**config.mk**
```make
export PLATFORM = sky130hd
export DESIGN_NAME = desired_drive_pipe
export DESIGN_NICKNAME = d
export VERILOG_FILES = /design/src/rtl/desired_drive_pipe.sv
export SDC_FILE = /design/constraint.sdc
export NUM_CORES = 1
export LEC_CHECK = 0
export CAP_MARGIN = 10
export CORE_MARGIN = 2
export CORE_UTILIZATION = 52
export DETAILED_ROUTE_END_ITERATION = 10
export GPL_ROUTABILITY_DRIVEN = 0
export PLACE_DENSITY = 0.7
export RECOVER_POWER = 100
export SYNTH_ARGS = -nofsm -noshare
export SYNTH_HDL_FRONTEND = slang
export SYNTH_SLANG_ARGS = --single-unit
```
**constraint.sdc**
```tcl
create_clock -name clk -period 9.3 [get_ports clk]
set_input_delay 1.86 -clock clk [delete_from_list [all_inputs] [get_ports clk]]
set_output_delay 1.86 -clock clk [all_outputs]
set_load 0.1 [all_outputs]
```
**src/rtl/desired_drive_pipe.sv**
```systemverilog
// rtl/desired_drive_pipe.sv - pipelined torque/incline/cadence to motor current target
// Output slew limiting is compiled in when DRIVE_SLEW_EN is defined.
module desired_drive_pipe #(
    parameter int               TQ_W       = 12,
    parameter int               INC_W      = 13,
    parameter int               CUR_W      = 12,
    parameter logic [TQ_W-1:0]  TORQUE_MIN = 12'h380,
    parameter int               SHIFT      = 15,
    parameter logic [CUR_W-1:0] SLEW_STEP  = 12'h100
) (
    input  logic             clk,
    input  logic             rst_n,
    input  logic             vld_in,
    input  logic [TQ_W-1:0]  avg_torque,
    input  logic [4:0]       cadence,
    input  logic [INC_W-1:0] incline,
    input  logic [2:0]       scale,
    input  logic             not_pedaling,
    output logic             vld_out,
    output logic [CUR_W-1:0] target_curr,
    output logic             sat
);

    localparam int PA_W   = TQ_W + 9;
    localparam int PB_W   = 9;
    localparam int PROD_W = PA_W + PB_W;
    localparam logic [PROD_W-1:0]      LP_Q_MAX  = PROD_W'({CUR_W{1'b1}});
    localparam logic signed [INC_W-1:0] LP_INC_HI = INC_W'(511);
    localparam logic signed [INC_W-1:0] LP_INC_LO = INC_W'(-512);

    logic [TQ_W:0]           w_tq_diff;
    logic [TQ_W-1:0]         w_tq_pos;
    logic signed [INC_W-1:0] w_inc_s;
    logic [9:0]              w_inc_sat;
    logic [10:0]             w_inc_sum;
    logic [8:0]              w_inc_fac;
    logic [5:0]              w_cad_fac;

    logic                    r_s1_vld;
    logic                    r_s1_np;
    logic [TQ_W-1:0]         r_s1_tq;
    logic [8:0]              r_s1_incf;
    logic [5:0]              r_s1_cadf;
    logic [2:0]              r_s1_scale;

    logic                    r_s2_vld;
    logic                    r_s2_np;
    logic [PA_W-1:0]         r_s2_pa;
    logic [PB_W-1:0]         r_s2_pb;

    logic [PROD_W-1:0]       w_prod;
    logic [PROD_W-1:0]       w_q;
    logic                    w_q_sat;
    logic [CUR_W-1:0]        w_raw;

    logic                    r_s3_vld;
    logic [CUR_W-1:0]        r_s3_raw;
    logic                    r_s3_sat;

    logic [CUR_W-1:0]        w_next_tgt;
    logic                    r_vld_out;
    logic [CUR_W-1:0]        r_tgt;
    logic                    r_sat;

    // Stage 1 conditioning: dead-band torque, clamped incline factor, cadence factor
    always_comb begin
        w_tq_diff = {1'b0, avg_torque} - {1'b0, TORQUE_MIN};
        w_tq_pos  = w_tq_diff[TQ_W] ? '0 : w_tq_diff[TQ_W-1:0];
        w_inc_s   = $signed(incline);
        if (w_inc_s > LP_INC_HI) begin
            w_inc_sat = 10'h1FF;
        end else if (w_inc_s < LP_INC_LO) begin
            w_inc_sat = 10'h200;
        end else begin
            w_inc_sat = w_inc_s[9:0];
        end
        w_inc_sum = {w_inc_sat[9], w_inc_sat} + 11'd256;
        if (w_inc_sum[10]) begin
            w_inc_fac = 9'd0;
        end else if (w_inc_sum[9]) begin
            w_inc_fac = 9'h1FF;
        end else begin
            w_inc_fac = w_inc_sum[8:0];
        end
        w_cad_fac = (cadence > 5'd1) ? ({1'b0, cadence} + 6'd32) : 6'd0;
    end

    always_ff @(posedge clk or negedge rst_n) begin
        if (!rst_n) begin
            r_s1_vld   <= 1'b0;
            r_s1_np    <= 1'b0;
            r_s1_tq    <= '0;
            r_s1_incf  <= '0;
            r_s1_cadf  <= '0;
            r_s1_scale <= '0;
        end else begin
            r_s1_vld   <= vld_in;
            r_s1_np    <= not_pedaling;
            r_s1_tq    <= w_tq_pos;
            r_s1_incf  <= w_inc_fac;
            r_s1_cadf  <= w_cad_fac;
            r_s1_scale <= scale;
        end
    end

    always_ff @(posedge clk or negedge rst_n) begin
        if (!rst_n) begin
            r_s2_vld <= 1'b0;
            r_s2_np  <= 1'b0;
            r_s2_pa  <= '0;
            r_s2_pb  <= '0;
        end else begin
            r_s2_vld <= r_s1_vld;
            r_s2_np  <= r_s1_np;
            r_s2_pa  <= PA_W'(r_s1_tq) * PA_W'(r_s1_incf);
            r_s2_pb  <= PB_W'(r_s1_cadf) * PB_W'(r_s1_scale);
        end
    end

    always_comb begin
        w_prod  = PROD_W'(r_s2_pa) * PROD_W'(r_s2_pb);
        w_q     = w_prod >> SHIFT;
        w_q_sat = (w_q > LP_Q_MAX);
        w_raw   = w_q_sat ? '1 : w_q[CUR_W-1:0];
    end

    // not_pedaling travels with its sample and only takes effect here
    always_ff @(posedge clk or negedge rst_n) begin
        if (!rst_n) begin
            r_s3_vld <= 1'b0;
            r_s3_raw <= '0;
            r_s3_sat <= 1'b0;
        end else begin
            r_s3_vld <= r_s2_vld;
            r_s3_raw <= r_s2_np ? '0 : w_raw;
            r_s3_sat <= !r_s2_np && w_q_sat;
        end
    end

    always_comb begin
`ifdef DRIVE_SLEW_EN
        if (r_s3_raw > r_tgt) begin
            w_next_tgt = ((r_s3_raw - r_tgt) > SLEW_STEP) ? (r_tgt + SLEW_STEP) : r_s3_raw;
        end else if (r_s3_raw < r_tgt) begin
            w_next_tgt = ((r_tgt - r_s3_raw) > SLEW_STEP) ? (r_tgt - SLEW_STEP) : r_s3_raw;
        end else begin
            w_next_tgt = r_tgt;
        end
`else
        w_next_tgt = r_s3_raw;
`endif
    end

    always_ff @(posedge clk or negedge rst_n) begin
        if (!rst_n) begin
            r_vld_out <= 1'b0;
            r_tgt     <= '0;
            r_sat     <= 1'b0;
        end else begin
            r_vld_out <= r_s3_vld;
            if (r_s3_vld) begin
                r_tgt <= w_next_tgt;
                r_sat <= r_s3_sat;
            end
        end
    end

    assign vld_out     = r_vld_out;
    assign target_curr = r_tgt;
    assign sat         = r_sat;

endmodule

```
==> impl_metrics.toml <==
[status]
outcome = "complete, but fails checks"
violations_in_the_final_reports = "capacitance limit, slew limit"

[clock_tree]
cts_num_sinks = 92
cts_root_buf = "sky130_fd_sc_hd__clkbuf_16"
clk_pin_slew_ps = 60
clock_network_latency_to_the_later_pin_of_the_worst_skew_pair_ps = 360
tritoncts.num_buffers = 9
cts_hold_buffers = 0
tritoncts = "done"
cts_post_setup_buffers_inserted = 0
cts_htree_levels = 3
buffer_levels_on_the_longest_clock_path = 2
post_cts_resize_count = 0

[layout]
final.fill_count = 1997
num_antenna_cells = 0
drive_above_1_share = 0.0384
areaGrowthSynthToFinish_pct = 7.82
nets = 1589

[setup_path]
r2r_start = "r_s2_pb[2]"
critPathMaxStageDelay_ps = 970
worst-r2r-setup-slack_ps = 3350
crit_slowest_cell = "sky130_fd_sc_hd__o211ai_1"
r2r-end = "r_s3_raw[7]"
wp_data_required_ps = 9460
arrival_ps = 6110
path_cells = "nand2_1 > fa_1 > inv_1 > fa_1 > inv_1 > fa_1 > inv_1 > fa_1 > ha_1 > nor3_1 > o21ai_0 > nand3_1 > a211oi_1 > nor2_1 > a211oi_1 > o211ai_1 > a41oi_1"
worst_path_most_repeated_cell = "sky130_fd_sc_hd__fa_1"
critPathTopFamily = "adder cells"
crit_path_end_kind = "flop"
maximum_fanout_encountered_on_the_critical_timing_path = 21
reg2reg_depth = 17
worstSetupPathType = "flop to flop"
critPathBufInv = 3
setup.worst_path.start_class = "flop"

[sta]
slew_headroom = -0.817
finalClockSkew_ps = 12.1
setup_viol = 0
max_freq_mhz = 168
unrepaired_setup_endpoints_after_global_routing = "false"
timing.final.crit_period_ps = 5950
worst_slew_pin_slew_ps = 2730
whs_ps = 348
layout_worst_path_cycle_share = 0.640
final_max_slew_violation_count = 95
totalNegativeSetupSlack_ps = 0
report.final.hold_viol_count = 0

[run]
max-cap-violations = 2

[floorplanning]
die-height_um = 156
top_level_ports = 51
rows = 55
die_wd_um = 156
core_um2 = 22600
start_util = 0.529
die_area_um2 = 24200

[routing]
wl_met1_um = 10500
viasPerCell = 5.16
highest_layer = "met4"
drt-initial-drc-count = 411
met3_wirelength_um = 1210
drc = 0
vias = 7923
wl_met2_um = 11700
total_routed_wirelength_um = 23800
avgRoutedWirePerCell_um = 15.5
drtPass1Iterations = 5
final_antenna_net_count = 0

[synth]
synth-async-reset-ratio = 1.00
synth_enable_flop_cells = 0
cell_taking_the_most_area_after_synthesis = "sky130_fd_sc_hd__fa_1"
ys_top_cells_by_area = "sky130_fd_sc_hd__fa_1, sky130_fd_sc_hd__dfrtp_1, sky130_fd_sc_hd__ha_1"
yosysSeqAreaShare = 0.193
synthesis.yosys.warnings = 0
synth_area_um2 = 12000
synth_seq_cells = 92
mappedNetlistNets = 1578
post_synth_num_cell_types = 52
synthesis.instances = 1235
avgSynthCellArea_um2 = 9.68
post_synth_top_cells = "sky130_fd_sc_hd__inv_1, sky130_fd_sc_hd__fa_1, sky130_fd_sc_hd__nand2_1"
synth.top_cell.area_share = 0.350
yosys.cell_count.top_type = "sky130_fd_sc_hd__inv_1"
primary_ff_master_synth = "sky130_fd_sc_hd__dfrtp_1"

[grt]
antenna_found_initial = 0
grt_max_degree = 54
total_grt_overflow = 0
grt_pass1_vias = 8357
grt_first_pass_wirelength_um = 40900
grt_util_all_layers = 0.214

[worst_hold_path]
min-delay-start = "r_s1_vld"
min_delay_path_depth = 0
holdPathEnd = "r_s2_vld"
timing.hold.worst.class = "flop to flop"

[placement]
port-buffer-count = 50
detailedPlacementHpwl_um = 19200
## cells in the final DEF (no fill, tap or decap), drive strengths merged, types with 24 or more instances in the layout
master         count
inv              241
fa               209
dfrtp             92
ha                97
xnor2             24
a21oi             49
nand2            184
dlygate4sd3       25
and2             155
clkdlybuf4s50     24
## sequential cells by signal, indices dropped and copies added, names as in the netlist
register and cells:
vld_out 1, r_s2_pa 21, r_s1_tq 12, r_s1_scale 3, r_s3_raw 12, r_s2_np 1, r_s3_vld 1, target_curr 12
r_s1_cadf 6, r_s1_incf 9, r_s1_vld 1, r_s2_vld 1, r_s1_np 1, sat 1, r_s3_sat 1, r_s2_pb 9
## layout make-up
| cell class | instances | area (um2) | share of cell area |
|---|---|---|---|
| multi-input combinational | 852 | 8500 | 0.660 |
| sequential | 92 | 2300 | 0.179 |
| inverter | 240 | 901 | 0.0699 |
| timing repair buffer | 51 | 498 | 0.0386 |
| tap | 285 | 357 | 0.0277 |
| clock buffer | 10 | 239 | 0.0185 |
| clock inverter | 5 | 85.1 | 0.00660 |
## stage by stage
stage	area (um2)	std cells	worst slack [ps]	utilization
finish	12900	1535	3350	0.571
global route	12900	1535	2710	0.571
CTS	12900	1535	3760	0.573
detailed placement	12600	1520	3760	0.559
global placement	12600	1520	3840	0.559
floorplan	12000	1235	4390	-
## cells by family (layout without fill, tap and decap cells)
logic type	Yosys count	after routing	share of synthesized area
DFF	92	92	0.193
buffers and inverters	291	306	0.0920
adders and majority gates	306	306	0.452
xor gates and xnor gates	32	32	0.0235
and+or+nand+nor	409	409	0.172
AOI/OAI and AO/OA	92	92	0.0564
muxes	13	13	0.0122
## per-layer routing
| layer | vias up | track usage |
|---|---|---|
| li1 | 3729 | - |
| met1 | 3994 | 0.283 |
| met3 | 24 | 0.0356 |
| met4 | 0 | 0.0467 |
| met2 | 176 | 0.372 |
| met5 | - | 0 |
## worst max path at each step
| stage | startpoint | end | slack [ps] | cells after the start |
|---|---|---|---|---|
| final | r_s2_pb[2] | r_s3_raw[7] | 3350 | 17 |
| after global routing | rst_n | r_s1_tq[1] | 2710 | 2 |
| after CTS | r_s2_pb[2] | r_s3_raw[7] | 3760 | 17 |
| after detailed placement | r_s2_pb[2] | r_s3_raw[7] | 3760 | 17 |
| after global placement | r_s2_pb[2] | r_s3_raw[7] | 3840 | 17 |
| after floorplan | r_s2_pb[0] | r_s3_raw[10] | 4390 | 20 |
Power is not shown: default switching activity piles up to over one toggle a cycle in this logic, so the estimate is an artifact.
==> patch 1, RTL diff (config.mk and constraints unchanged) <==
Add an input register stage for `vld_in`, `avg_torque`, `cadence`, `incline`, `scale` and `not_pedaling`; this delays them by one clock.
--- a/src/rtl/desired_drive_pipe.sv
+++ b/src/rtl/desired_drive_pipe.sv
@@ -27,6 +27,22 @@
     localparam logic [PROD_W-1:0]      LP_Q_MAX  = PROD_W'({CUR_W{1'b1}});
     localparam logic signed [INC_W-1:0] LP_INC_HI = INC_W'(511);
     localparam logic signed [INC_W-1:0] LP_INC_LO = INC_W'(-512);
+
+    logic vld_q;
+    logic [TQ_W-1:0] avg_torque_q;
+    logic [4:0] cadence_q;
+    logic [INC_W-1:0] incline_q;
+    logic [2:0] scale_q;
+    logic not_pedaling_q;
+
+    always_ff @(posedge clk) begin
+        vld_q          <= vld_in;
+        avg_torque_q   <= avg_torque;
+        cadence_q      <= cadence;
+        incline_q      <= incline;
+        scale_q        <= scale;
+        not_pedaling_q <= not_pedaling;
+    end
 
     logic [TQ_W:0]           w_tq_diff;
     logic [TQ_W-1:0]         w_tq_pos;
@@ -64,9 +80,9 @@
 
     // Stage 1 conditioning: dead-band torque, clamped incline factor, cadence factor
     always_comb begin
-        w_tq_diff = {1'b0, avg_torque} - {1'b0, TORQUE_MIN};
+        w_tq_diff = {1'b0, avg_torque_q} - {1'b0, TORQUE_MIN};
         w_tq_pos  = w_tq_diff[TQ_W] ? '0 : w_tq_diff[TQ_W-1:0];
-        w_inc_s   = $signed(incline);
+        w_inc_s   = $signed(incline_q);
         if (w_inc_s > LP_INC_HI) begin
             w_inc_sat = 10'h1FF;
         end else if (w_inc_s < LP_INC_LO) begin
@@ -82,7 +98,7 @@
         end else begin
             w_inc_fac = w_inc_sum[8:0];
         end
-        w_cad_fac = (cadence > 5'd1) ? ({1'b0, cadence} + 6'd32) : 6'd0;
+        w_cad_fac = (cadence_q > 5'd1) ? ({1'b0, cadence_q} + 6'd32) : 6'd0;
     end
 
     always_ff @(posedge clk or negedge rst_n) begin
@@ -94,12 +110,12 @@
             r_s1_cadf  <= '0;
             r_s1_scale <= '0;
         end else begin
-            r_s1_vld   <= vld_in;
-            r_s1_np    <= not_pedaling;
+            r_s1_vld   <= vld_q;
+            r_s1_np    <= not_pedaling_q;
             r_s1_tq    <= w_tq_pos;
             r_s1_incf  <= w_inc_fac;
             r_s1_cadf  <= w_cad_fac;
-            r_s1_scale <= scale;
+            r_s1_scale <= scale_q;
         end
     end
 
Behaviour: not the same (a bounded check fails within 10 cycles, from zero or initial values and one cycle with rst_n low).
==> patch 1 against the original RTL <==
The flow still finishes with violations (capacitance limit, slew limit); synthesized area increased by 5.7%; die area increased by 5.6%; design area increased by 8.0%; sequential cell count increased by 35; wire length increased by 4.6%; largest cell class unchanged; setup slack improved by 0.22 ns; non-clock buffer count increased by 1; via count increased by 5.9%.
Power is left out: the tool's default activity adds up to more than one toggle a clock period on the data nets, which glitch-free logic cannot reach.
==> patch 1: results (changes against the original RTL) <==
H-Tree Depth: 4 (+1)
CTS root buf: clkbuf_16
vias in the first global route: 9035 (+8.1%)
skew final: 0.01032 ns (-0.001826 ns)
CP peak stage delay: 2.75 ns (+1.78 ns)
port bufs: 50 (unchanged)
dpl hpwl: 19630 um (+2.5%)
worst skew pair latency: 0.42 ns (+0.06 ns)
sequential element share of the synthesized area: 0.2376 (+0.04502)
max cap viols: 1 (-1)
worst hold path depth: 0 (unchanged)
delay-heaviest family, CP: buffers and inverters
Via density: 5.139 (-0.44%)
initial antenna violation count: 0 (unchanged)
Critical Path Fanout Max: 75 (+260%)
Hold WC Path Type: reg2reg
share of cells above drive strength 1: 0.03746 (-0.0009382)
Critical path origin: rst_n
Worst Hold Path EP: r_s1_vld
Tot GR Track Use: 0.2125 (-0.001208)
First-pass DRT Iterations: 5 (unchanged)
placed cells: 1599 (+5.2%)
ANT cells: 0 (unchanged)
largest net degree at the start of global routing: 76 (+41%)
startpoint types: input pin
WHS: 0.3267 ns (-0.02179 ns)
Resized cells post-CTS: 0 (unchanged)
mean post-synth cell area: 9.918 um2 (+2.5%)
Avg WL per Cell: 15.23 um (-1.6%)
Worst R2R Start: r_s2_pb[2]
Synth top cells by count: 237 x inv_1, 209 x fa_1, 177 x nand2_1
final setup violation count: 0 (unchanged)
top flop regs: r_s2_pa x21, incline_q x13
violated checks: capacitance limit, slew limit
Ys Warns: 0 (unchanged)
synth unique cells: 52 (unchanged)
Post CTS Setup Buffer Count: 0 (unchanged)
Critical Path AT: 5.36 ns (-0.75 ns)
pre-CTS WS: 3.658 ns (-0.09773 ns)
Max Slew Vio Count: 76 (-20%)
flop-to-flop setup slack: 3.58 ns (+0.23 ns)
hold wc startpoint: vld_q
fill count: 2182 (+9.3%)
first-pass GRT wire length: 43690 um (+6.8%)
CTS buffer count: 17 (+8)
Slew headroom: -1.570 (-0.7534)
Top reg by flops: r_s2_pa
Worst R2R End: r_s3_raw[6]
violation count after the first detailed-route iteration: 447 (+8.8%)
status: finished with violations
FF-to-FF path depth: 17 (unchanged)
synth top area cells: fa_1 33%, dfrtp_1 18%, ha_1 9.6%
vias post-DR: 8387 (+5.9%)
Synth area leader: fa_1
Synth async-reset ratio: 0.7244 (-0.2756)
Synth Flop Type: dfrtp_1
clock buffer depth: 2 (unchanged)
clock-pin transition on the worst setup and hold timing paths: 0.06 ns (about the same)
Worst path slowest cell: clkbuf_1
[patch 1: changes by cell type after synthesis, sizes merged, moves of 4 or more]
cell / delta
a21oi: -9
nor2: +6
nand2: -7
a21o: +6
nand3: -8
dfxtp: +35
a31oi: +4
o21ai: +7
o21a: +4
[patch 1: how the worst max path moves through the flow]
stage | endpoint | slack (ns) | depth (start not counted)
finish | r_s2_pb[0] | 3.57 | 2
global route | r_s2_pb[0] | 2.27 | 2
CTS | r_s3_raw[6] | 3.68 | 17
detailed placement | r_s3_raw[8] | 3.66 | 17
global placement | r_s3_raw[10] | 3.77 | 17
floorplan | r_s3_raw[3] | 4.27 | 20
[patch 1: final cells by class]
type / instances / share of cell area
Timing Repair Buffer: 52 / 0.03606
Inverter: 237 / 0.06393
Clock inverter: 13 / 0.01025
Tap cell: 324 / 0.02913
Clock buffer: 19 / 0.03255
Multi-Input combinational cell: 860 / 0.6123
Sequential cell: 127 / 0.2158
[patch 1: kinds of logic (layout without fill, tap and decap cells)]
group,count (synthesis),after routing,share of synthesized area
simple gates,404,404,0.1598
compound gates,105,105,0.05575
xor+xnor,32,32,0.02218
mux,13,13,0.01159
buf+inv,287,321,0.08585
fa+ha+maj,306,306,0.4272
flops,127,127,0.2376
[patch 1: per-stage QoR]
stage | util | area (um2)
CTS | 0.5786 | 13950
detailed placement | 0.5539 | 13350
global route | 0.5772 | 13910
global placement | 0.5539 | 13350
finish | 0.5772 | 13910
floorplan | - | 12640
[patch 1: metal layers]
layer	wire (um)	track usage
met4	461	0.05733
met2	12760	0.3735
met1	10660	0.2764
met5	0	0
met3	975	0.03247
==> patch 2, RTL diff (config.mk and constraints unchanged) <==
Made on the original files. The option `DRIVE_SLEW_EN` is turned on by a define.
--- a/src/rtl/desired_drive_pipe.sv
+++ b/src/rtl/desired_drive_pipe.sv
@@ -1,5 +1,7 @@
 // rtl/desired_drive_pipe.sv - pipelined torque/incline/cadence to motor current target
 // Output slew limiting is compiled in when DRIVE_SLEW_EN is defined.
+`define DRIVE_SLEW_EN
+
 module desired_drive_pipe #(
     parameter int               TQ_W       = 12,
     parameter int               INC_W      = 13,
Behaviour: not the same (Yosys sat finds a counterexample within 10 cycles, from zero or initial values and one cycle with rst_n low).
==> patch 2 against the original RTL <==
The run still ends with capacitance limit, slew limit left; sequential cell count stayed put; clock skew is 0.0026 ns higher; global-route usage is 0.92 points higher; count of clock-buffer cells in the layout stayed put; synthesized area is 12% higher; setup slack better by 0.045 ns; wire length is 17% higher; design area is 11% higher; critical endpoint is now r_s3_raw[3].
Power is left out: the tool's default activity adds up to more than one toggle a clock period on the data nets, which glitch-free logic cannot reach.
==> patch 2: results (changes against the original RTL) <==
status: finished with violations
violated checks: capacitance limit, slew limit
pre-CTS WS: 3.618 ns (-0.1382 ns)
FF-to-FF path depth: 18 (+1)
Top reg by flops: r_s2_pa
largest net degree at the start of global routing: 52 (-3.7%)
Tot GR Track Use: 0.2229 (+0.009204)
Synth Area in XOR/XNOR: 0.02492 (+0.001467)
Post-Synthesis Net Count: 1833 (+16%)
Worst Tran Pin Value: 2.617 ns (-0.1086 ns)
vias post-DR: 9649 (+22%)
synth unique cells: 67 (+29%)
max cap viols: 3 (+1)
Max Slew Vio Count: 104 (+9.5%)
sequential element share of the synthesized area: 0.1724 (-0.02026)
Placed Instance Area: 14020 um2 (+11%)
dpl hpwl: 22530 um (+18%)
share of cells above drive strength 1: 0.02175 (-0.01665)
Critical Path AT: 6.12 ns (about the same)
worst setup margin: 3.390 ns (+0.04464 ns)
vias in the first global route: 9848 (+18%)
Synth top cells by count: 275 x inv_1, 210 x fa_1, 199 x nand2_1
first-pass GRT wire length: 47690 um (+17%)
synth top area cells: fa_1 31%, dfrtp_1 17%, ha_1 11%
Synth Area in Adders: 0.4290 (-0.02259)
CP endpoint: r_s3_raw[3]
Avg WL per Cell: 15.38 um (-0.63%)
compound-cell area share of the yosys netlist: 0.08637 (+0.02994)
[patch 2: cell count changes in the layout (fill, tap and decap cells not counted), sizes merged, moves of 7 or more]
cell and change:
a31oi +8, nor2 +19, mux2 -8, ha +25, a21o +9, o21ai +25, mux2i +11, nand3 +7
inv +40, nand2 +15
[patch 2: final cells by class]
class                      instances  area (um2)
sequential                        92        2302
clock inverter                     6       76.32
inverter                         276        1036
multi-input combinational       1035        9752
timing repair buffer              52       501.7
fill                            2218       10860
clock buffer                      10       239.0
tap                              330       412.9
[patch 2: worst min-delay path by stage]
stage               slack (ns)  cells after the start        to      from
detailed placement        0.34                      0  r_s2_vld  r_s1_vld
floorplan                 0.33                      0   r_s2_np   r_s1_np
finish                    0.35                      0  r_s2_vld  r_s1_vld
global route              0.35                      0  r_s2_vld  r_s1_vld
global placement          0.33                      0  r_s2_vld  r_s1_vld
CTS                       0.35                      0  r_s2_vld  r_s1_vld
[patch 2: cell families (layout without fill, tap and decap cells)]
group | after synthesis | in the layout
simple gates | 475 | 475
buf+inv | 337 | 344
fa+ha+maj | 332 | 332
compound gates | 174 | 174
flops | 92 | 92
xor+xnor | 38 | 38
mux | 16 | 16
[patch 2: routing by layer]
metal	vias up	share of wire	global-route usage
li1	4546	-	-
met1	4862	0.44	0.2987
met2	205	0.50	0.3868
met3	36	0.037	0.02803
met4	0	0.018	0.05263
met5	-	0	0
[patch 2: stage by stage]
step / hold slack [ns] / utilization / cells
after global placement: 0.3350 / 0.5569 / 1784
after global routing: 0.3510 / 0.5687 / 1801
after floorplan: 0.3312 / - / 1464
after CTS: 0.3480 / 0.5695 / 1800
final: 0.3467 / 0.5687 / 1801
after detailed placement: 0.3373 / 0.5569 / 1784
[patch 2: critical path, cell delays in order, from the launching register on]
cell	delay (ns)
dfrtp_1	0.78
nand2_1	0.18
fa_1	0.56
inv_1	0.05
fa_1	0.48
fa_1	0.49
inv_1	0.05
fa_1	0.53
inv_1	0.04
ha_1	0.33
a21o_1	0.19
a21oi_1	0.13
o21ai_0	0.15
a31o_2	0.29
o21ai_0	0.25
a31oi_1	0.18
or4b_1	0.49
nand3_1	0.41
a41oi_1	0.18
